$ cat src/rtl/sar_search_ctrl_pkg.sv
// ============================================================================
//  Module   : sar_search_ctrl_pkg
//  Purpose  : Shared state and comparator-response encodings for the SAR
//             search controller.
//  Revision : 1.0
// ============================================================================
`default_nettype none

package sar_search_ctrl_pkg;

    typedef enum logic [1:0] {
        IDLE   = 2'd0,
        PROBE  = 2'd1,
        FINISH = 2'd2
    } state_t;

    typedef logic [1:0] resp_t;

    localparam resp_t RESP_LT  = 2'd0;
    localparam resp_t RESP_GT  = 2'd1;
    localparam resp_t RESP_EQ  = 2'd2;
    localparam resp_t RESP_BAD = 2'd3;

endpackage

`default_nettype wire

$ cat src/rtl/sar_resp_decode.sv
// ============================================================================
//  Module   : sar_resp_decode
//  Purpose  : Maps the comparator's one-hot {lt,gt,eq} flags to a response code.
//  Revision : 1.0
// ============================================================================
`default_nettype none

module sar_resp_decode
    import sar_search_ctrl_pkg::*;
(
    input  logic  lt_i,
    input  logic  gt_i,
    input  logic  eq_i,
    output resp_t resp_o
);

    // Anything other than exactly one asserted flag is an illegal response.
    always_comb begin
        resp_o = RESP_BAD;
        case ({lt_i, gt_i, eq_i})
            3'b100:  resp_o = RESP_LT;
            3'b010:  resp_o = RESP_GT;
            3'b001:  resp_o = RESP_EQ;
            default: resp_o = RESP_BAD;
        endcase
    end

endmodule

`default_nettype wire

$ cat src/rtl/sar_search_ctrl.sv
// ============================================================================
//  Module   : sar_search_ctrl
//  Purpose  : Binary-search controller that drives a probe into a magnitude
//             comparator and locates the comparator's hidden operand.
//  Revision : 1.0
// ============================================================================
`default_nettype none

module sar_search_ctrl
    import sar_search_ctrl_pkg::*;
#(
    parameter int WIDTH = 4,
    parameter int CW    = $clog2(WIDTH + 2)
) (
    input  logic             clk,
    input  logic             rst,
    input  logic             start,
    input  logic             lt,
    input  logic             gt,
    input  logic             eq,
    output logic [WIDTH-1:0] probe,
    output logic             busy,
    output logic             done,
    output logic             found,
    output logic             err,
    output logic [WIDTH-1:0] result,
    output logic [CW-1:0]    count
);

    localparam logic [WIDTH:0]  C_ONE     = {{WIDTH{1'b0}}, 1'b1};
    localparam logic [WIDTH:0]  C_HI_INIT = {1'b0, {WIDTH{1'b1}}};
    localparam logic [CW-1:0]   C_CNT_ONE = {{(CW-1){1'b0}}, 1'b1};

    state_t           state_q, state_d;
    logic [WIDTH:0]   lo_q, lo_d, hi_q, hi_d;
    logic [WIDTH:0]   mid, mid_p1, mid_m1;
    logic [WIDTH-1:0] probe_q, probe_d, result_q, result_d;
    logic             found_q, found_d, err_q, err_d;
    logic [CW-1:0]    count_q, count_d;
    resp_t            resp;

    // One guard bit keeps lo+hi and mid+1 from wrapping at the top of range.
    assign mid    = (lo_q + hi_q) >> 1;
    assign mid_p1 = mid + C_ONE;
    assign mid_m1 = mid - C_ONE;

    sar_resp_decode u_decode (
        .lt_i   (lt),
        .gt_i   (gt),
        .eq_i   (eq),
        .resp_o (resp)
    );

    always_comb begin
        state_d  = state_q;
        lo_d     = lo_q;
        hi_d     = hi_q;
        probe_d  = probe_q;
        result_d = result_q;
        found_d  = found_q;
        err_d    = err_q;
        count_d  = count_q;
        case (state_q)
            IDLE: begin
                if (start) begin
                    lo_d    = '0;
                    hi_d    = C_HI_INIT;
                    count_d = '0;
                    found_d = 1'b0;
                    err_d   = 1'b0;
                    state_d = PROBE;
                end
            end
            PROBE: begin
                count_d = count_q + C_CNT_ONE;
                probe_d = mid[WIDTH-1:0];
                case (resp)
                    RESP_EQ: begin
                        found_d  = 1'b1;
                        result_d = mid[WIDTH-1:0];
                        state_d  = FINISH;
                    end
                    RESP_LT: begin
                        lo_d = mid_p1;
                        if (mid_p1 > hi_q) begin
                            state_d = FINISH;
                        end
                    end
                    RESP_GT: begin
                        // mid==0 would underflow hi; the range is exhausted anyway.
                        if (mid == '0) begin
                            state_d = FINISH;
                        end else begin
                            hi_d = mid_m1;
                            if (lo_q > mid_m1) begin
                                state_d = FINISH;
                            end
                        end
                    end
                    default: begin
                        err_d   = 1'b1;
                        found_d = 1'b0;
                        state_d = FINISH;
                    end
                endcase
            end
            FINISH:  state_d = IDLE;
            default: state_d = IDLE;
        endcase
    end

    always_ff @(posedge clk) begin
        if (rst) begin
            state_q  <= IDLE;
            lo_q     <= '0;
            hi_q     <= C_HI_INIT;
            probe_q  <= '0;
            result_q <= '0;
            found_q  <= 1'b0;
            err_q    <= 1'b0;
            count_q  <= '0;
        end else begin
            state_q  <= state_d;
            lo_q     <= lo_d;
            hi_q     <= hi_d;
            probe_q  <= probe_d;
            result_q <= result_d;
            found_q  <= found_d;
            err_q    <= err_d;
            count_q  <= count_d;
        end
    end

    assign busy   = (state_q == PROBE);
    assign done   = (state_q == FINISH);
    assign probe  = busy ? mid[WIDTH-1:0] : probe_q;
    assign found  = found_q;
    assign err    = err_q;
    assign result = result_q;
    assign count  = count_q;

endmodule

`default_nettype wire
$ cat config.mk
export PLATFORM = sky130hd
export DESIGN_NAME = sar_search_ctrl
export DESIGN_NICKNAME = d
export VERILOG_FILES = /design/src/rtl/sar_search_ctrl_pkg.sv /design/src/rtl/sar_resp_decode.sv /design/src/rtl/sar_search_ctrl.sv
export SDC_FILE = /design/constraint.sdc
export NUM_CORES = 1
export LEC_CHECK = 0
export CAP_MARGIN = 30
export CORE_MARGIN = 3
export CORE_UTILIZATION = 58
export CTS_BUF_LIST = sky130_fd_sc_hd__clkbuf_8
export CTS_CLUSTER_SIZE = 25
export DETAILED_ROUTE_END_ITERATION = 8
export GPL_ROUTABILITY_DRIVEN = 1
export PLACE_DENSITY = 0.83
export SYNTH_ARGS = -nofsm -noshare
export SYNTH_HDL_FRONTEND = slang
export SYNTH_SLANG_ARGS = --single-unit
$ cat constraint.sdc
create_clock -name clk -period 5 [get_ports clk]
set_input_delay 1 -clock clk [delete_from_list [all_inputs] [get_ports clk]]
set_output_delay 1 -clock clk [all_outputs]
set_load 0.03 [all_outputs]
* After elaboration in Yosys (flattened, before gate mapping)
Cells that the tools add are included.
Word-level totals: output and inout bits 15, bits in registers 25, input port bits 6, word-level logic and storage cells 64
Operators by class: mux-type cells 22, reductions and logical operators 13, add/sub/neg operators 4, order comparisons 2, eq/ne operators 15
Operator list (number):
- $mux 5 | 5
- $pmux 5 s2 | 2
- $reduce_and 3->1 | 4
- $gt 5x5->1 | 2
- $mux 2 | 4
- $ne 2x2->1 const B | 4
- $pmux 2 s2 | 2
- $pmux 1 s2 | 3
- $pmux 2 s3 | 1
- $pmux 3 s2 | 1
- $add 4x1->5 const B | 1
- $add 5x5->5 | 1
- $logic_not 5->1 | 1
- $sub 4x1->5 const B | 1
- $eq 2x1->1 const B | 2
- $eq 2x2->1 const B | 2
- $logic_not 2->1 | 2
- $mux 4 | 1
- $ne 2x1->1 const B | 2
- $ne 4x4->1 const B | 1
- $reduce_and 2->1 | 2
- $reduce_and 4->1 | 1
- $add 3x1->3 const B | 1
- $eq 3x1->1 const B | 1
- other kinds (8) | 9

* Logic depth before layout (Yosys ltp)
depth in word-level cells 7, depth in mapped cells 12

* Modules after synthesis
Synthesis repeated with hierarchy kept, for this count alone.
Second synthesis, totals: cell total of the unflattened synthesis 173, area total of the unflattened synthesis 1546.5 µm²
Modules (own cells, without submodules):
- sar_search_ctrl | cells each 169, times used 1, area each 1516.5 µm²
- sar_resp_decode | cells each 4, times used 1, area each 30.0 µm²

* Worst setup path before layout
No wires, ideal clock.
kind register to output, from register hi_q[0], to output probe[3], path slack 1.880 ns, cell stages (with the launch flop) 7, data arrival time 2.120 ns, cells stage by stage dfxtp_1 and2_1 fa_1 nand3_1 a21oi_1 or2_2 o21ai_0
On the way: word-level cells in the longest chain between the ends 2
Ends and longest elaborated chain:
- from (decl) | RTL line sar_search_ctrl.sv:35 | logic [WIDTH:0] lo_q, lo_d, hi_q, hi_d;
- from (signal assigned) | RTL line sar_search_ctrl.sv:125 | hi_q <= hi_d;
- $add 5x5->5 | RTL line sar_search_ctrl.sv:43 | assign mid = (lo_q + hi_q) >> 1;
- $mux 4
- to (decl) | RTL line sar_search_ctrl.sv:21 | output logic [WIDTH-1:0] probe,
No other way between the ends.

* Worst setup path after layout
Ends and elaborated chain as after synthesis.

==> qor.txt <==
die width - 58.1 µm
critical-path cell list - and2_1 -> fa_1 -> nand3_1 -> a21oi_1 -> or2_2 -> o21ai_0 -> clkdlybuf4s50_1
cell total after placement - 229
Crit path largest cell delay - 0.72 ns
GRT overflow - 0
total power - 0.000450 W
Placer Congestion - 0.917
die height - 58.1 µm
Buf/Inv on CP - 1
vias in the first global route - 1391
core area - 2520 µm²
most frequent cells in the layout - 25 x dfxtp_1, 20 x a21oi_1, 20 x clkdlybuf4s50_1, 17 x nand2_1, 16 x ha_1
FF-to-FF setup slack - 1.69 ns
Residual DRC - 0
initial drt markers - 80
fin crit period - 3.73 ns
hold_ws - 0.469 ns
# IOs - 21
setup bufs post-CTS - 0
Final Hold Fails - 0
DPL Wire Length - 2870 µm
slowest stage cell, crit path - clkdlybuf4s50_1
H-tree levels - 1
layout cells sized above 1 - 6.90%
reg2reg start - hi_q[0]
Inserted Clock Buffers - 3
Mapped Area - 1570 µm²
Worst Hold Depth - 2
cts hold-fix bufs - 0
initial core utilization - 62.4%
M2 GR Usage - 41.1%
max_slew headroom - 33.9%
# diodes - 0
Top delay family on crit path - buffers and inverters
Avg Vias per Cell - 6.05
Antenna Violating Nets Remaining - 0
Fin Setup TNS - 0 ns
min-delay worst type - flip-flop to flip-flop
I/O Buffers - 20
CP required - 4.00 ns
Worst setup SP type - flip-flop
Synth Instances - 184
commonest non-fill, non-tap cell in the layout - dfxtp_1
Pre-antenna DRT Iters - 4
critical path arrival - 2.73 ns
initial antenna violation count - 0
Die ar. - 3380 µm²
FP Rows - 18
Critical Path Source - hi_q[0]
CTS Root Cell - clkbuf_8
cell leakage power - 0.790 nW
Slew Viols, Final - 0
Least-Margin Pin Slew - 0.988 ns
clk sinks - 25
clk_lat worst skew - 0.27 ns
Yosys reg bits - 25
post-cts resize count - 0
met1 usage - 29.0%
post-synthesis cell type count - 43
status - finished, final reports clean
first-pass GRT wire length - 6220 µm
Setup Viol. Count Final - 0
hold path start - probe_q[0]
worst-path fanout max - 4
RSZ-0062 raised after global routing - no
Vias - 1409
maximum VDD drop - 0.000214 V
Critical Path Stages - 7
Finished Layout Cells - 233
final worst path period share - 74.6%
Nets - 227
Reg-to-Reg End - state_q[0]
CTS clock-pin slew for the worst setup and hold paths - 0.09 ns
CTS tree - done
gr usage total - 23.8%
Max Cap Viol - 0
total number of yosys warnings - 0
wire per inst - 15.9 µm
met3 usage - 4.01%
post-synthesis sequential area ratio - 31.8%
largest net degree at the start of global routing - 29
Max Root-Sink Buffers - 2
syn nets - 207
Syn Area/Cell - 8.55 µm²
Layout area overhead - 16.1%
CP Capture Type - output pin
R2R depth - 12
GR peak layer - met2
PwrDens - 246 nW/µm²
DRT Wirelength - 3710 µm
Worst Hold Path EP - probe_q[0]
Critical Setup Path Class - flip-flop to output pin
fmax - 268 MHz
Worst Clk Skew - 0.00173 ns
-- state kept, by name (all words and copies together) (netlist names) --
signal,count
probe_q,4
state_q,2
found,1
count,3
err,1
lo_q,5
hi_q,5
result,4
-- worst max path at each step --
stage / to
after CTS: probe[3]
after floorplan: probe[3]
after detailed placement: probe[3]
after global placement: probe[3]
after global routing: probe[3]
final: probe[3]
-- cell usage after synthesis --
cell type | count | area (µm²)
a2111oi_0 | 2 | 17.5
nor4_1 | 1 | 6.26
or3_4 | 1 | 11.3
or2b_1 | 1 | 7.51
or3_1 | 2 | 12.5
a211oi_1 | 1 | 7.51
nand3_1 | 7 | 35.0
o221a_4 | 1 | 20.0
and3_2 | 1 | 7.51
o31ai_1 | 1 | 7.51
nand2_1 | 17 | 63.8
inv_1 | 11 | 41.3
o211ai_1 | 1 | 7.51
nand4_2 | 1 | 12.5
fa_1 | 1 | 20.0
nand4_1 | 3 | 18.8
buf_6 | 1 | 11.3
a21oi_1 | 20 | 100
a21oi_2 | 1 | 8.76
xnor3_1 | 1 | 22.5
xnor2_1 | 5 | 43.8
mux2i_1 | 7 | 70.1
dlygate4sd1_1 | 1 | 8.76
ha_1 | 16 | 200
a211oi_2 | 1 | 12.5
a311oi_1 | 1 | 8.76
a31oi_1 | 2 | 12.5
and3_4 | 1 | 11.3
nand2b_2 | 1 | 8.76
nor3b_1 | 3 | 22.5
o21ai_0 | 5 | 25.0
a21o_1 | 1 | 7.51
nand2b_1 | 2 | 12.5
o22ai_1 | 1 | 6.26
o211a_1 | 1 | 10.0
clkbuf_1 | 3 | 11.3
and2_1 | 3 | 18.8
dfxtp_1 | 25 | 500
nor2b_1 | 6 | 37.5
nor2_1 | 15 | 56.3
or2_2 | 2 | 12.5
nor3_1 | 5 | 25.0
and3_1 | 2 | 12.5
-- power by group --
group / total [W] / internal, W / leakage (nW) / switching (W)
Clock: 0.000120 / 0.0000558 / 0.0255 / 0.0000647
Combinational: 0.000115 / 0.0000451 / 0.561 / 0.0000697
Sequential: 0.000215 / 0.000208 / 0.203 / 0.00000681
Total: 0.000450 / 0.000309 / 0.790 / 0.000141
-- cell families after synthesis --
group	Yosys count	synth area share, %
flip-flops	25	31.8
multiplexers	7	4.45
AND/OR/NAND/NOR	74	25.0
AO/OA/AOI/OAI	39	16.0
buffers and inverters	16	4.61
adder cells (fa/ha/maj)	17	14.0
XOR/XNOR	6	4.21
-- per-layer routing --
layer / share of wire (%) / routed length, µm
met1: 42 / 1570
met2: 49 / 1830
met3: 6.2 / 231
met4: 2.2 / 80
met5: 0 / 0
-- worst reg2reg max path, delay by kind of cell (launching register included) --
| kind | cells | cell delay, ns |
|---|---|---|
| flops | 1 | 0.35 |
| xor+xnor | 2 | 0.79 |
| buf+inv | 1 | 0.12 |
| simple gates | 2 | 0.25 |
| fa+ha+maj | 3 | 0.97 |
| compound gates | 4 | 0.75 |
-- layout make-up --
type / count / area [µm²]
inverter: 11 / 41.3
sequential: 25 / 500
clock buffer: 3 / 41.3
timing repair buffer: 20 / 200
multi-input combinational: 143 / 1000
fill: 206 / 696
clock inverter: 1 / 5.00
tap: 30 / 37.5
-- metrics by stage --
stage / setup slack, ns / utilization [%] / instance area (µm²)
final: 1.27 / 72.4 / 1830
after global routing: 1.11 / 72.4 / 1830
after CTS: 1.26 / 72.4 / 1830
after detailed placement: 1.59 / 70.6 / 1780
after global placement: 1.68 / 70.6 / 1780
after floorplan: 1.88 / - / 1570
Power figures use the tool's default switching activity.
